--- src/rtl/spi_slave.sv ---
// spi_slave: SPI responder with synchronized pins, MSB-first shifting and a single-entry transmit holding register; SPI_SLAVE_MISO_TRISTATE_EN floats miso when idle
module spi_slave #(
  parameter int DWIDTH = 8,
  parameter int SYNC_STAGES = 2
) (
  input  logic              clk,
  input  logic              rst,
  input  logic              sclk,
  input  logic              cs,
  input  logic              mosi,
  output logic              miso,
  input  logic              cpol,
  input  logic              cpha,
  input  logic [DWIDTH-1:0] din,
  input  logic              dvld,
  output logic              dready,
  output logic [DWIDTH-1:0] dout,
  output logic              rvld,
  output logic              busy
);
  localparam int CW = DWIDTH > 1 ? $clog2(DWIDTH) : 1;
  typedef enum logic {IDLE, ACTIVE} state_t;
  state_t state_q, state_d;
  logic [SYNC_STAGES-1:0] sclk_s, cs_s, mosi_s;
  logic sclk_d, cs_d, s_sclk, s_cs, s_mosi;
  logic lead, trail, sample, shift, start, stop, last, pend, full, accept, reload, miso_q;
  logic [CW-1:0] cnt;
  logic [DWIDTH-1:0] rx_sr, tx_sr, hold, load_val, tx_v, rx_next;
  assign s_sclk = sclk_s[SYNC_STAGES-1];
  assign s_cs = cs_s[SYNC_STAGES-1];
  assign s_mosi = mosi_s[SYNC_STAGES-1];
  assign dready = !full;
  assign busy = state_q == ACTIVE;
`ifdef SPI_SLAVE_MISO_TRISTATE_EN
  assign miso = busy ? miso_q : 1'bz;
`else
  assign miso = busy ? miso_q : 1'b0;
`endif
  always_comb begin
    lead = (s_sclk != cpol) && (sclk_d == cpol);
    trail = (s_sclk == cpol) && (sclk_d != cpol);
    sample = cpha ? trail : lead;
    shift = cpha ? lead : trail;
    start = (state_q == IDLE) && cs_d && !s_cs;
    stop = (state_q == ACTIVE) && !cs_d && s_cs;
    state_d = start ? ACTIVE : stop ? IDLE : state_q;
    last = cnt == CW'(DWIDTH - 1);
    load_val = full ? hold : '0;
    tx_v = pend ? load_val : cpha ? tx_sr : tx_sr << 1;
    rx_next = {rx_sr[DWIDTH-2:0], s_mosi};
    reload = start || ((state_q == ACTIVE) && !stop && shift && pend);
    accept = dvld && !full;
  end
  always_ff @(posedge clk) begin
    if (rst) state_q <= IDLE;
    else state_q <= state_d;
  end
  always_ff @(posedge clk) begin
    if (rst) begin
      sclk_s <= '0;
      cs_s <= '0;
      mosi_s <= '0;
      sclk_d <= 1'b0;
      cs_d <= 1'b0;
      cnt <= '0;
      rx_sr <= '0;
      tx_sr <= '0;
      hold <= '0;
      full <= 1'b0;
      pend <= 1'b0;
      miso_q <= 1'b0;
      dout <= '0;
      rvld <= 1'b0;
    end else begin
      sclk_s <= {sclk_s[SYNC_STAGES-2:0], sclk};
      cs_s <= {cs_s[SYNC_STAGES-2:0], cs};
      mosi_s <= {mosi_s[SYNC_STAGES-2:0], mosi};
      sclk_d <= s_sclk;
      cs_d <= s_cs;
      rvld <= 1'b0;
      if (start) begin
        cnt <= '0;
        tx_sr <= load_val;
        miso_q <= cpha ? 1'b0 : load_val[DWIDTH-1];
        pend <= 1'b0;
      end else if (stop) begin
        cnt <= '0;
        rx_sr <= '0;
        miso_q <= 1'b0;
        pend <= 1'b0;
      end else if (state_q == ACTIVE) begin
        if (sample) begin
          rx_sr <= rx_next;
          cnt <= last ? '0 : cnt + 1'b1;
          if (last) begin
            dout <= rx_next;
            rvld <= 1'b1;
            pend <= 1'b1;
          end
        end
        if (shift) begin
          tx_sr <= cpha ? tx_v << 1 : tx_v;
          miso_q <= tx_v[DWIDTH-1];
          pend <= 1'b0;
        end
      end
      if (accept) hold <= din;
      full <= (full && !reload) || accept;
    end
  end
endmodule

--- config.mk ---
export PLATFORM = sky130hd
export DESIGN_NAME = spi_slave
export DESIGN_NICKNAME = d
export VERILOG_FILES = /design/src/rtl/spi_slave.sv
export SDC_FILE = /design/constraint.sdc
export NUM_CORES = 1
export LEC_CHECK = 0
export ABC_AREA = 1
export CORE_ASPECT_RATIO = 0.7
export CORE_MARGIN = 10
export CORE_UTILIZATION = 40
export DETAILED_ROUTE_END_ITERATION = 8
export GPL_ROUTABILITY_DRIVEN = 0
export PLACE_DENSITY = 0.65
export SLEW_MARGIN = 10
export SYNTH_ARGS = -nofsm -noshare
export SYNTH_HDL_FRONTEND = slang
export SYNTH_SLANG_ARGS = --single-unit
export TNS_END_PERCENT = 1
--- constraint.sdc ---
create_clock -name clk -period 2 [get_ports clk]
set_input_delay 0.2 -clock clk [delete_from_list [all_inputs] [get_ports clk]]
set_output_delay 0.2 -clock clk [all_outputs]
set_load 0.02 [all_outputs]
==> results_dict.tcl <==
set metrics [dict create \
    outcome "finished, final reports clean" \
    synth_edf_count 0 \
    multi_input_area_um2 1100 \
    final.setup_skew_ns 0.00618 \
    clk_latency_ns 0.30 \
    cts_buffers 5 \
    cts_tree "yes" \
    post_cts_resized 0 \
    period_needed_ns 1.82 \
    place_hpwl_um 3880 \
    fin_cells 448 \
    cts_setup_buffers 0 \
    diodes 0 \
    antenna_found_initial 0 \
    dpl.cell_count 440 \
    yosys-top-cells-area "dfxtp_1 (41%), nand2_1 (13%), nor2_1 (11%)" \
    initialDrtViolationCount 115 \
    finalSetupTns_ns 0 \
    rows 22 \
    drt-total-wl_um 5290 \
    synthArstFlopShare 0 \
    hold_violations 0 \
    critical_path_required_ns 1.80 \
    worstPathArrival_ns 1.62 \
    synth_cell_types 24 \
    syn_nets 364 \
    regArea_um2 941 \
    r2r_cells 6 \
    holdBufCountCts 0 \
    crit_path_start_kind "register" \
    drtPass1Iterations 4 \
    cts-root-buf "clkbuf_8" \
    ys_ff_latch 47 \
    wl_per_cell_um 11.8 \
    initial_core_util 0.425 \
    maxSlewViolCount 0 \
    fmax_mhz 549 \
    drc_errors 0 \
    rsz0062_at_grt "false" \
    grt_pass1_vias 1966 \
    grt_overflow 0 \
    synth_common_cells "nand2_1 (77), nor2_1 (67), nand3_1 (50)" \
    mappedNetlistArea_um2 2280 \
    synthCells 346 \
    fin_crit_sh 0.911 \
    endpoint "miso" \
    tightest_slew_ns 0.406 \
    ys_seq_area_frac 0.413 \
    die_x_um 110 \
    r2r-end "tx_sr[4]" \
    core_area_um2 5370 \
    reg2reg_from "busy" \
    io_buffer_count 27 \
    clock_sinks 47 \
    vias_per_cell 4.89 \
    fillCellCount 556 \
    die-area_um2 9170 \
    drive_gt1_frac 0.0691 \
    grt_usage 0.118 \
    setup.worst_path.start "busy" \
    setup_violations 0 \
    synth_area_leader_cell "dfxtp_1" \
    place_ws_ns 0.153 \
    die_h_um 83.2 \
    rrSetupSlack_ns 0.41 \
    avgSynthCellArea_um2 6.59 \
    ioPinCount 28 \
    yosysMostFrequentCell "nand2_1" \
    clk_pin_slew_worst_paths_ns 0.08 \
    drtAntennaViolNets 0 \
    cts.path.max_buffers 2 \
    max_cap_viol_count 0 \
    worst_slack_ns 0.178 \
    yosys.area.top_type_share 0.413 \
    synth_warnings 0 \
    grt_pass1_wl_um 9000 \
    fin_nets 393 \
    cts-htree-levels 2 \
    synth_ff_type "dfxtp_1" \
    vdd_drop_max_mv 0.374 \
    grt_max_degree 26 \
    power_density_nw_per_um2 724 \
    routed-via-count 2191 \
    crit_fanout 10 \
    end_kind "primary output" \
    critPathKind "reg2out" \
    leakage_nw 1.21 \
    min_path_type "in2reg" \
    hold_path_startpoint "sclk" \
    slew_headroom 0.729 \
    syn_to_final_growth_pct 21.5 \
]
[worst min path at each step]
stage / slack [ns] / endpoint / cells past startpoint
after detailed placement: 0.40 / mosi_s[1] / 2
after global routing: 0.42 / cs_s[0] / 3
after CTS: 0.40 / sclk_s[0] / 3
after global placement: 0.40 / cs_s[1] / 2
final: 0.41 / sclk_s[0] / 3
after floorplan: 0.31 / cs_s[0] / 2
[area by class of cell]
cell class,instances,area share
repair buffers,39,0.130
well taps,72,0.0325
multi-input cells,244,0.398
inverters,38,0.0515
clock inverters,2,0.0217
flip-flops and latches,47,0.340
clock buffers,6,0.0262
[metal layers]
layer	track usage	wire length, µm
met4	0.0382	62
met5	0	0
met1	0.168	2730
met2	0.163	2120
met3	0.0347	377
[registers in the layout, indices dropped and copies added (netlist names)]
signal and cells:
busy 1, cnt 3, cs_d 1, cs_s 2, dout 8, full 1
hold 8, miso_q 1, mosi_s 2, pend 1, rvld 1, rx_sr 7
sclk_d 1, sclk_s 2, tx_sr 8
[cells in the final DEF, fill, tap and decap left out, types with 2 or more instances in the layout]
master,n
nand2_1,77
nor2_1,67
nand3_1,50
dfxtp_1,47
inv_1,35
clkdlybuf4s50_1,27
o21ai_0,15
a21oi_1,14
buf_4,12
nand4_1,10
clkbuf_8,5
inv_2,2
nand3_2,2
ha_1,2
bufinv_16,2
[critical path: stages (launching register included)]
cell	delay (ns)
dfxtp_1	0.56
nand2_1	0.09
inv_1	0.08
clkdlybuf4s50_1	0.60
[logic make-up (layout without fill, tap and decap cells)]
group | after synthesis | in the layout | synth area share
fa+ha+maj | 2 | 2 | 0.0110
simple gates | 211 | 211 | 0.403
compound gates | 31 | 31 | 0.0697
flops | 47 | 47 | 0.413
buf+inv | 55 | 85 | 0.104
[through the flow]
step	power, mW	hold WS (ns)	utilization	cell area (µm²)
2_1_floorplan	1.15	0.307	-	2280
3_3_place_gp	1.22	0.397	0.491	2640
3_5_place_dp	1.22	0.398	0.491	2640
4_1_cts	2.04	0.403	0.516	2770
5_1_grt	2.11	0.419	0.516	2770
6_report	2.00	0.409	0.516	2770
[report_power, final]
| group | total (mW) | internal, mW | switching (mW) | leakage [nW] |
|---|---|---|---|---|
| registers | 0.989 | 0.967 | 0.0218 | 0.383 |
| clock network | 0.808 | 0.499 | 0.308 | 0.0654 |
| logic | 0.207 | 0.0882 | 0.119 | 0.763 |
Note: power is estimated with default switching activity, not from simulation.
